`src/rtl/mips_ctrl_pkg.sv`:
```
// Shared types and encodings for the multi-cycle MIPS-subset main controller.
package mips_ctrl_pkg;

  localparam int OP_W    = 6;
  localparam int ALUOP_W = 3;

  // Controller states (4-bit so the value can be exported directly on state_o)
  typedef enum logic [3:0] {
    S_IDLE      = 4'd0,
    S_FETCH     = 4'd1,
    S_DECODE    = 4'd2,
    S_MEM_ADDR  = 4'd3,
    S_MEM_READ  = 4'd4,
    S_MEM_WB    = 4'd5,
    S_MEM_WRITE = 4'd6,
    S_EXEC_R    = 4'd7,
    S_R_WB      = 4'd8,
    S_EXEC_I    = 4'd9,
    S_I_WB      = 4'd10,
    S_BRANCH    = 4'd11,
    S_JUMP      = 4'd12,
    S_HALT      = 4'd13
  } state_t;

  // Opcodes of the supported instruction subset
  localparam logic [5:0] OP_RTYPE = 6'b000000;
  localparam logic [5:0] OP_ADDI  = 6'b001000;
  localparam logic [5:0] OP_SLTI  = 6'b001010;
  localparam logic [5:0] OP_ANDI  = 6'b001100;
  localparam logic [5:0] OP_ORI   = 6'b001101;
  localparam logic [5:0] OP_LW    = 6'b100011;
  localparam logic [5:0] OP_SW    = 6'b101011;
  localparam logic [5:0] OP_BEQ   = 6'b000100;
  localparam logic [5:0] OP_J     = 6'b000010;

  // ALU-control codes
  localparam logic [2:0] ALU_SUB   = 3'b000;
  localparam logic [2:0] ALU_ADD   = 3'b001;
  localparam logic [2:0] ALU_ORI   = 3'b010;
  localparam logic [2:0] ALU_ANDI  = 3'b011;
  localparam logic [2:0] ALU_SLTI  = 3'b100;
  localparam logic [2:0] ALU_ADDI  = 3'b101;
  localparam logic [2:0] ALU_RTYPE = 3'b111;

  // ALU B-operand select
  localparam logic [1:0] SRCB_RT     = 2'b00;
  localparam logic [1:0] SRCB_FOUR   = 2'b01;
  localparam logic [1:0] SRCB_IMM    = 2'b10;
  localparam logic [1:0] SRCB_IMM_S2 = 2'b11;

  // Next-PC source select
  localparam logic [1:0] PCSRC_ALU    = 2'b00;
  localparam logic [1:0] PCSRC_ALUOUT = 2'b01;
  localparam logic [1:0] PCSRC_JUMP   = 2'b10;

  // Full control vector driven towards the datapath
  typedef struct packed {
    logic       pc_write;
    logic       pc_write_cond;
    logic       i_or_d;
    logic       mem_read;
    logic       mem_write;
    logic       ir_write;
    logic       mem_to_reg;
    logic       reg_dst;
    logic       reg_write;
    logic       alu_src_a;
    logic [1:0] alu_src_b;
    logic [2:0] alu_op;
    logic [1:0] pc_source;
    logic       instr_done;
    logic       illegal_op;
  } ctrl_t;

  // ALU code for the immediate-ALU instructions; add is the harmless fallback
  function automatic logic [2:0] ialu_code(input logic [5:0] op);
    logic [2:0] code;
    case (op)
      OP_ADDI: code = ALU_ADDI;
      OP_SLTI: code = ALU_SLTI;
      OP_ANDI: code = ALU_ANDI;
      OP_ORI:  code = ALU_ORI;
      default: code = ALU_ADD;
    endcase
    return code;
  endfunction

endpackage

```
`src/rtl/mc_out_decode.sv`:
```
// Combinational Moore output decode: state (+ latched opcode, + mem_ready for
// the handshake-gated fetch/store signals) to the datapath control vector.
module mc_out_decode
  import mips_ctrl_pkg::*;
(
  input  state_t     i_state,
  input  logic [5:0] i_op_q,
  input  logic       i_mem_ready,
  output ctrl_t      o_ctrl
);

  // Every output defaults to 0; each state only raises what it needs
  always_comb begin
    o_ctrl = '0;
    case (i_state)
      S_IDLE: begin
        o_ctrl = '0;
      end
      S_FETCH: begin
        o_ctrl.mem_read  = 1'b1;
        o_ctrl.alu_src_b = SRCB_FOUR;
        o_ctrl.alu_op    = ALU_ADD;
        o_ctrl.pc_source = PCSRC_ALU;
        // PC and IR update only on the cycle the read completes
        o_ctrl.pc_write  = i_mem_ready;
        o_ctrl.ir_write  = i_mem_ready;
      end
      S_DECODE: begin
        o_ctrl.alu_src_b = SRCB_IMM_S2;
        o_ctrl.alu_op    = ALU_ADD;
      end
      S_MEM_ADDR: begin
        o_ctrl.alu_src_a = 1'b1;
        o_ctrl.alu_src_b = SRCB_IMM;
        o_ctrl.alu_op    = ALU_ADD;
      end
      S_MEM_READ: begin
        o_ctrl.mem_read = 1'b1;
        o_ctrl.i_or_d   = 1'b1;
      end
      S_MEM_WB: begin
        o_ctrl.reg_write  = 1'b1;
        o_ctrl.mem_to_reg = 1'b1;
        o_ctrl.instr_done = 1'b1;
      end
      S_MEM_WRITE: begin
        o_ctrl.mem_write  = 1'b1;
        o_ctrl.i_or_d     = 1'b1;
        o_ctrl.instr_done = i_mem_ready;
      end
      S_EXEC_R: begin
        o_ctrl.alu_src_a = 1'b1;
        o_ctrl.alu_src_b = SRCB_RT;
        o_ctrl.alu_op    = ALU_RTYPE;
      end
      S_R_WB: begin
        o_ctrl.reg_write  = 1'b1;
        o_ctrl.reg_dst    = 1'b1;
        o_ctrl.instr_done = 1'b1;
      end
      S_EXEC_I: begin
        o_ctrl.alu_src_a = 1'b1;
        o_ctrl.alu_src_b = SRCB_IMM;
        o_ctrl.alu_op    = ialu_code(i_op_q);
      end
      S_I_WB: begin
        o_ctrl.reg_write  = 1'b1;
        o_ctrl.instr_done = 1'b1;
      end
      S_BRANCH: begin
        o_ctrl.alu_src_a     = 1'b1;
        o_ctrl.alu_src_b     = SRCB_RT;
        o_ctrl.alu_op        = ALU_SUB;
        o_ctrl.pc_write_cond = 1'b1;
        o_ctrl.pc_source     = PCSRC_ALUOUT;
        o_ctrl.instr_done    = 1'b1;
      end
      S_JUMP: begin
        o_ctrl.pc_write   = 1'b1;
        o_ctrl.pc_source  = PCSRC_JUMP;
        o_ctrl.instr_done = 1'b1;
      end
      S_HALT: begin
        o_ctrl.illegal_op = 1'b1;
      end
      default: begin
        o_ctrl = '0;
      end
    endcase
  end

endmodule

```
`src/rtl/multicycle_control.sv`:
```
// Multi-cycle main controller: sequences fetch/decode/execute/memory/writeback
// for one instruction at a time, with ready-handshaked memory accesses.
module multicycle_control
  import mips_ctrl_pkg::*;
#(
  parameter int OP_W    = 6,
  parameter int ALUOP_W = 3
) (
  input  logic               clk,
  input  logic               rst_n,
  input  logic               run,
  input  logic [OP_W-1:0]    OpCode,
  input  logic               mem_ready,
  output logic               PCWrite,
  output logic               PCWriteCond,
  output logic               IorD,
  output logic               MemRead,
  output logic               MemWrite,
  output logic               IRWrite,
  output logic               MemToReg,
  output logic               RegDst,
  output logic               RegWrite,
  output logic               ALUSrcA,
  output logic [1:0]         ALUSrcB,
  output logic [ALUOP_W-1:0] ALUOp,
  output logic [1:0]         PCSource,
  output logic               instr_done,
  output logic               illegal_op,
  output logic [3:0]         state_o
);

  state_t          r_state;
  state_t          w_next;
  state_t          w_after_done;
  logic [OP_W-1:0] r_op_q;
  ctrl_t           w_ctrl;

  // State register; reset drops straight to IDLE so no enable survives it
  always_ff @(posedge clk or negedge rst_n) begin
    if (!rst_n) begin
      r_state <= S_IDLE;
    end else begin
      r_state <= w_next;
    end
  end

  // Opcode is captured in DECODE so later states do not depend on the IR
  always_ff @(posedge clk or negedge rst_n) begin
    if (!rst_n) begin
      r_op_q <= '0;
    end else if (r_state == S_DECODE) begin
      r_op_q <= OpCode;
    end else begin
      r_op_q <= r_op_q;
    end
  end

  // Next-state logic; run is only honoured at instruction boundaries and in IDLE
  always_comb begin
    w_next       = r_state;
    w_after_done = run ? S_FETCH : S_IDLE;
    case (r_state)
      S_IDLE:     w_next = run ? S_FETCH : S_IDLE;
      S_FETCH:    w_next = mem_ready ? S_DECODE : S_FETCH;
      S_DECODE: begin
        case (OpCode)
          OP_RTYPE:                         w_next = S_EXEC_R;
          OP_LW, OP_SW:                     w_next = S_MEM_ADDR;
          OP_ADDI, OP_SLTI, OP_ANDI, OP_ORI: w_next = S_EXEC_I;
          OP_BEQ:                           w_next = S_BRANCH;
          OP_J:                             w_next = S_JUMP;
          default:                          w_next = S_HALT;
        endcase
      end
      S_MEM_ADDR:  w_next = (r_op_q == OP_LW) ? S_MEM_READ : S_MEM_WRITE;
      S_MEM_READ:  w_next = mem_ready ? S_MEM_WB : S_MEM_READ;
      S_MEM_WRITE: w_next = mem_ready ? w_after_done : S_MEM_WRITE;
      S_EXEC_R:    w_next = S_R_WB;
      S_EXEC_I:    w_next = S_I_WB;
      S_MEM_WB, S_R_WB, S_I_WB, S_BRANCH, S_JUMP: w_next = w_after_done;
      S_HALT:      w_next = S_HALT;
      default:     w_next = S_IDLE;
    endcase
  end

  mc_out_decode u_out_decode (
    .i_state     (r_state),
    .i_op_q      (r_op_q),
    .i_mem_ready (mem_ready),
    .o_ctrl      (w_ctrl)
  );

  assign PCWrite     = w_ctrl.pc_write;
  assign PCWriteCond = w_ctrl.pc_write_cond;
  assign IorD        = w_ctrl.i_or_d;
  assign MemRead     = w_ctrl.mem_read;
  assign MemWrite    = w_ctrl.mem_write;
  assign IRWrite     = w_ctrl.ir_write;
  assign MemToReg    = w_ctrl.mem_to_reg;
  assign RegDst      = w_ctrl.reg_dst;
  assign RegWrite    = w_ctrl.reg_write;
  assign ALUSrcA     = w_ctrl.alu_src_a;
  assign ALUSrcB     = w_ctrl.alu_src_b;
  assign ALUOp       = w_ctrl.alu_op;
  assign PCSource    = w_ctrl.pc_source;
  assign instr_done  = w_ctrl.instr_done;
  assign illegal_op  = w_ctrl.illegal_op;
  assign state_o     = r_state;

endmodule
```
`config.mk`:
```
export PLATFORM = sky130hd
export DESIGN_NAME = multicycle_control
export DESIGN_NICKNAME = d
export VERILOG_FILES = /design/src/rtl/mips_ctrl_pkg.sv /design/src/rtl/mc_out_decode.sv /design/src/rtl/multicycle_control.sv
export SDC_FILE = /design/constraint.sdc
export NUM_CORES = 1
export LEC_CHECK = 0
export ABC_AREA = 1
export BUFFER_PORTS_ARGS = -buffer_cell sky130_fd_sc_hd__clkbuf_2
export CORE_MARGIN = 2
export CORE_UTILIZATION = 51
export DETAILED_ROUTE_END_ITERATION = 8
export PLACE_DENSITY = 0.83
export SLEW_MARGIN = 20
export SYNTH_ARGS = -nofsm -noshare
export SYNTH_HDL_FRONTEND = slang
export SYNTH_HIERARCHICAL = 1
export SYNTH_SLANG_ARGS = --single-unit
```
`constraint.sdc`:
```
create_clock -name clk -period 1.7 [get_ports clk]
set_input_delay 0.34 -clock clk [delete_from_list [all_inputs] [get_ports clk]]
set_output_delay 0.34 -clock clk [all_outputs]
set_load 0.02 [all_outputs]
```
==> flow_summary.yaml, run 1 <==
critical_path:
  path_common_cell: "buf_6"
  crit_slowest_cell: "dfrtp_2"
  crit_chain: "buf_6, nand2_8, nor2_2, nor2_1, nand3_2, buf_6"
  slowest_delay_ps: 480
  cp.required_ps: 1360
  arrival_ps: 1530
  cp_max_fo: 7
  cp_num_buf_inv: 2
  cp-end-kind: "primary output"
  r2r_setup_slack_ps: 200
  critical_path.top_delay_family: "simple AND/OR/NAND/NOR gates"
  worstSetupStartpointType: "flip-flop"
  crit_type: "reg -> out"
global_route:
  grt_pass1_wl_um: 3726
  grt_pass1_vias: 903
  antenna_found_initial: 0
  grt_max_degree: 11
  globalRouteOverflowTotal: 0
  grtUsageTotal_pct: 24.85
die:
  dieArea_sq_um: 2051
  die_x_um: 45.29
  die_h_um: 45.29
  coreArea_sq_um: 1559
  start_util_pct: 55.78
  num_io_pins: 33
  fp-row-count: 14
routing:
  drt_iter0_markers: 56
  via_count: 1159
  drt_pass1_iterations: 4
  viasPerCell: 5.519
  route.detailed.drc: 0
  wl_um: 3067
  routedWlPerCell_um: 14.60
  ant_nets: 0
place:
  io_buffers: 32
  placed_cells: 199
  dpl_cell_area_sq_um: 1071
  gp_congestion: 0.8562
  hpwl_um: 1726
pwr:
  p_leak_uw: 0.0007202
  p_total_uw: 2564
  vdd_drop_max_mv: 0.9267
  power.density_nw_per_um2: 1941
layout:
  drive_gt1_share_pct: 40.72
  fin_nets: 205
  final_cell_mix: "nand2_1, nor2_1, clkbuf_2"
  multi_input_area_sq_um: 644.4
  seq_area_sq_um: 254.0
  final_cells: 210
  fillers: 102
  syn_to_final_growth_pct: 51.94
  mostFrequentLayoutCell: "nand2_1"
  postLayoutCellArea_sq_um: 1321
  diodes: 0
sta:
  timing.hold.ws_ps: 304.8
  setup_viol: 10
  fin_crit_ps: 1866
  fmax_ghz: 0.5358
  rsz0062_at_grt: "yes"
  hold_viol: 0
  final-max-slew-violation-count: 0
  skew_ps: 4.499
  slew_headroom_pct: 79.26
  setup_ws_ps: -166.3
  fin_crit_sh_pct: 109.8
  worst_pin_slew_ps: 309.9
logic_synthesis:
  avgSynthCellArea_sq_um: 5.797
  synth_fp_nets: 160
  ys_seq_area_share_pct: 28.78
  syn_area_sq_um: 869.6
  ys_types: 21
  yosysWarnings: 6
  postSynthCellCount: 150
  ys_seq_elements: 10
status:
  violations: "negative setup slack"
  status: "finished with violations"
worst_hold_path:
  hold_path_class: "in -> reg"
cts:
  clock_latency_ps: 280
  cts_buffers: 3
  root_buffer: "clkbuf_4"
  cts_tree: "yes"
  h-tree-depth: 1
  clk_path_buf_depth: 2
  clock-sinks: 10
  path_clk_slew_ps: 70
flow_run:
  maxCapViolCount: 0
[tightest hold or removal path, cell delays in order]
cell	delay [ps]
clkbuf_2	110
nand2_1	50
nand2_1	50
[sequential cells by signal (all words and copies together), names as in the netlist]
register	flops
r_op_q	6
state_o	4
[logic make-up after synthesis]
family	Yosys count	share of synthesized area (%)
AO/OA/AOI/OAI	14	9.640
flip-flops	10	28.78
AND/OR/NAND/NOR	104	51.66
buffers and inverters	22	9.928
[path summary, 6_finish.rpt]
check	start	endpoint	cells after the start
worst max-delay path	state_o[3]$_DFF_PN0_	instr_done	6
worst min-delay path	OpCode[5]	r_op_q[5]$_DFFE_PN0P_	3
worst max register to register	state_o[3]$_DFF_PN0_	state_o[2]$_DFF_PN0_	6
worst min register to register	r_op_q[3]$_DFFE_PN0P_	r_op_q[3]$_DFFE_PN0P_	2
max in group asynchronous	rst_n	state_o[2]$_DFF_PN0_	2
min in group asynchronous	rst_n	r_op_q[5]$_DFFE_PN0P_	2
[synth_stat cells]
cell type  count  area share [%]
inv_2          1            0.43
nand3_2        2             2.3
nand3b_1       1            0.86
a21oi_1        1            0.57
or2_2          1            0.72
nand3_1       12             6.9
nand4_1        3             2.2
nor3_1         2             1.2
o21bai_1       1            0.86
o22ai_1        1            0.72
dfrtp_1       10              29
nand2_1       45              19
nand2_2        2             1.4
o211ai_1       2             1.7
or3_1          1            0.72
buf_4          1            0.86
o21ai_0        8             4.6
nor2_1        32              14
inv_1         20             8.6
o211a_1        1             1.2
nor2_2         3             2.2
[through the flow]
| stage | util [%] | setup TNS (ps) | worst slack (ps) |
|---|---|---|---|
| 3_5_place_dp | 68.70 | 0 | 148.9 |
| 3_3_place_gp | 68.70 | 0 | 204.4 |
| 2_1_floorplan | - | 0 | 35.93 |
| 4_1_cts | 74.00 | -24.24 | -15.32 |
| 5_1_grt | 84.75 | -1398 | -235.8 |
| 6_report | 84.75 | -673.5 | -166.3 |
[report_power, final]
group / switching, uW / internal (uW) / leakage, uW / total (uW)
clock: 88.6 / 130 / 0.0000210 / 219
sequential: 159 / 358 / 0.000121 / 517
combinational: 1130 / 698 / 0.000578 / 1830
total: 1380 / 1190 / 0.000720 / 2560
[timing repair]
item / in CTS / in global routing
gates cloned: 0 / 0
hold buffers: 1 / 0
buffers inserted: 2 / 4
resized for setup: 10 / 52
endpoints found under the hold margin: 10 / 0
endpoints found under the setup margin: 11 / 10
pin swaps: 1 / 15
[layer usage]
metal | GRT usage (%) | part of all wire, %
met2 | 44.57 | 52
met3 | 2.400 | 6.0
met1 | 29.90 | 38
met5 | 0 | 0
met4 | 10.59 | 3.9
[final cells by class]
cell class / instances / area share, %
well taps: 16 / 1.515
repair buffers: 41 / 21.78
flip-flops and latches: 10 / 19.22
clock buffers: 4 / 2.746
multi-input cells: 118 / 48.77
inverters: 21 / 5.966
Note: power is estimated with default switching activity, not from simulation.
==> run 2, diff against run 1 <==
- REMOVE_ABC_BUFFERS: unset -> 1
==> run 2 against run 1 <==
Against the previous run: the run still ends with negative setup slack left; hold slack improved by 15 ps; die area unchanged; fmax increased by 6.7%; setup slack better by 120 ps; final area down 4.8%; sequential power rose by 1%; critical endpoint unchanged.
==> flow_summary.yaml, run 2 (synthesis results as in run 1) <==
critical_path:
  startpoint: "state_o[3]$_DFF_PN0_"
  r2r_setup_slack_ps: 150
  reg2reg_depth: 7
  arrival_ps: 1410
  worstSetupStartpointType: "flip-flop"
  crit_type: "reg -> out"
  cp_max_fo: 7
  timing.rr.end: "state_o[1]$_DFF_PN0_"
  cp-end-kind: "primary output"
  reg2reg_from: "state_o[0]$_DFF_PN0_"
  cp.required_ps: 1360
global_route:
  grt_pass1_vias: 948
  grt_max_degree: 11
  globalRouteOverflowTotal: 0
  grtUsageTotal_pct: 24.73
  antenna_found_initial: 0
  grt_pass1_wl_um: 3732
routing:
  drt_iter0_markers: 25
  wl_um: 2728
  drt_pass1_iterations: 4
  via_count: 1110
  route.detailed.drc: 0
  routedWlPerCell_um: 13.05
  ant_nets: 0
  viasPerCell: 5.311
cts:
  cts_buffers: 3
  path_clk_slew_ps: 60
  cts_tree: "yes"
  root_buffer: "clkbuf_4"
  h-tree-depth: 1
  clock-sinks: 10
  clock_latency_ps: 260
  clk_path_buf_depth: 2
layout:
  syn_to_final_growth_pct: 44.60
  largest_register_ffs: 6
  drive_gt1_share_pct: 38.86
  final_cell_mix: "nand2_1, nor2_1, clkbuf_2"
  fin_nets: 205
  final_core_util_pct: 80.66
  regMostFlops: "r_op_q"
  postLayoutCellArea_sq_um: 1257
  diodes: 0
  mostFrequentLayoutCell: "nand2_1"
  fillers: 103
status:
  violations: "negative setup slack"
  status: "finished with violations"
sta:
  skew_ps: 0.3908
  fmax_ghz: 0.5718
  fin_crit_sh_pct: 102.9
  rsz0062_at_grt: "yes"
  hold_viol: 0
  setup_viol: 3
  worst_pin_slew_ps: 308.2
  fin_crit_ps: 1749
  setup_ws_ps: -48.98
  slew_headroom_pct: 79.38
  final-max-slew-violation-count: 0
die:
  start_util_pct: 55.78
  coreArea_sq_um: 1559
  fp-row-count: 14
  die_h_um: 45.29
  die_x_um: 45.29
  dieArea_sq_um: 2051
  num_io_pins: 33
place:
  dpl_cell_area_sq_um: 1057
  hpwl_um: 1774
  gp_congestion: 0.9404
  io_buffers: 32
  pre_cts_ws_ps: 162.5
worst_hold_path:
  worstHoldEndpoint: "r_op_q[5]$_DFFE_PN0P_"
  hold_path_class: "in -> reg"
  hp-start: "OpCode[5]"
  min_path_cells: 3
pwr:
  vdd_drop_max_mv: 0.9268
  p_leak_uw: 0.0007039
  p_total_uw: 2356
  power.density_nw_per_um2: 1874
flow_run:
  maxCapViolCount: 0
[run 2: cell count changes in the layout (fill, tap and decap cells not counted), sizes merged]
cell,before,now
buf,19,18
[run 2: repair_timing]
action / 4_1_cts / 5_1_grt
hold buffers: 1 / 0
endpoints found under the hold margin: 10 / 0
setup endpoints to repair: 11 / 10
buffers inserted: 3 / 3
gates resized for setup: 13 / 41
pin swaps: 1 / 9
[run 2: through the flow]
step                instances  setup TNS, ps  hold WS (ps)
floorplan                 149         -294.2         44.41
detailed placement        199              0         213.8
global placement          199              0         211.7
finish                    209         -98.40         320.0
CTS                       206              0         322.5
global route              209         -535.1         340.4
[run 2: how the worst max path moves through the flow]
| stage | to | slack, ps | depth (start not counted) |
|---|---|---|---|
| 4_1_cts | ALUOp[0] | 6 | 7 |
| 5_1_grt | instr_done | -110 | 6 |
| 3_5_place_dp | instr_done | 160 | 5 |
| 6_report | instr_done | -50 | 6 |
| 2_1_floorplan | instr_done | -290 | 4 |
| 3_3_place_gp | ALUOp[0] | 200 | 5 |
[run 2: power breakdown]
| part | leakage (uW) | total, uW | internal, uW | switching [uW] |
|---|---|---|---|---|
| logic | 0.000570 | 1680 | 634 | 1040 |
| registers | 0.000120 | 523 | 360 | 163 |
| clock network | 0.0000138 | 155 | 81.4 | 73.3 |
[run 2: cell type report]
| cell class | count | area, sq um | share of cell area (%) |
|---|---|---|---|
| Sequential cell | 10 | 255.2 | 20.30 |
| Clock buffer | 3 | 22.52 | 1.791 |
| Tap cell | 16 | 20.02 | 1.592 |
| Timing Repair Buffer | 41 | 264.0 | 20.99 |
| Multi-Input combinational cell | 118 | 614.3 | 48.86 |
| Inverter | 21 | 81.33 | 6.468 |
[run 2: critical path, cell delays in order, from the launching register on]
cell and delay, ps:
dfrtp_2 490, inv_2 90, nand2_4 70, nor3_4 230, nand2_1 90, nand3_2 60, buf_6 110
[run 2: per-layer routing]
layer  vias up  GRT usage (%)  part of all wire [%]
met5         -              0                     0
met4         0          8.235                   3.0
met3         8          3.600                   4.7
met2        53          44.57                    52
met1       484          29.80                    40
li1        565              -                     -
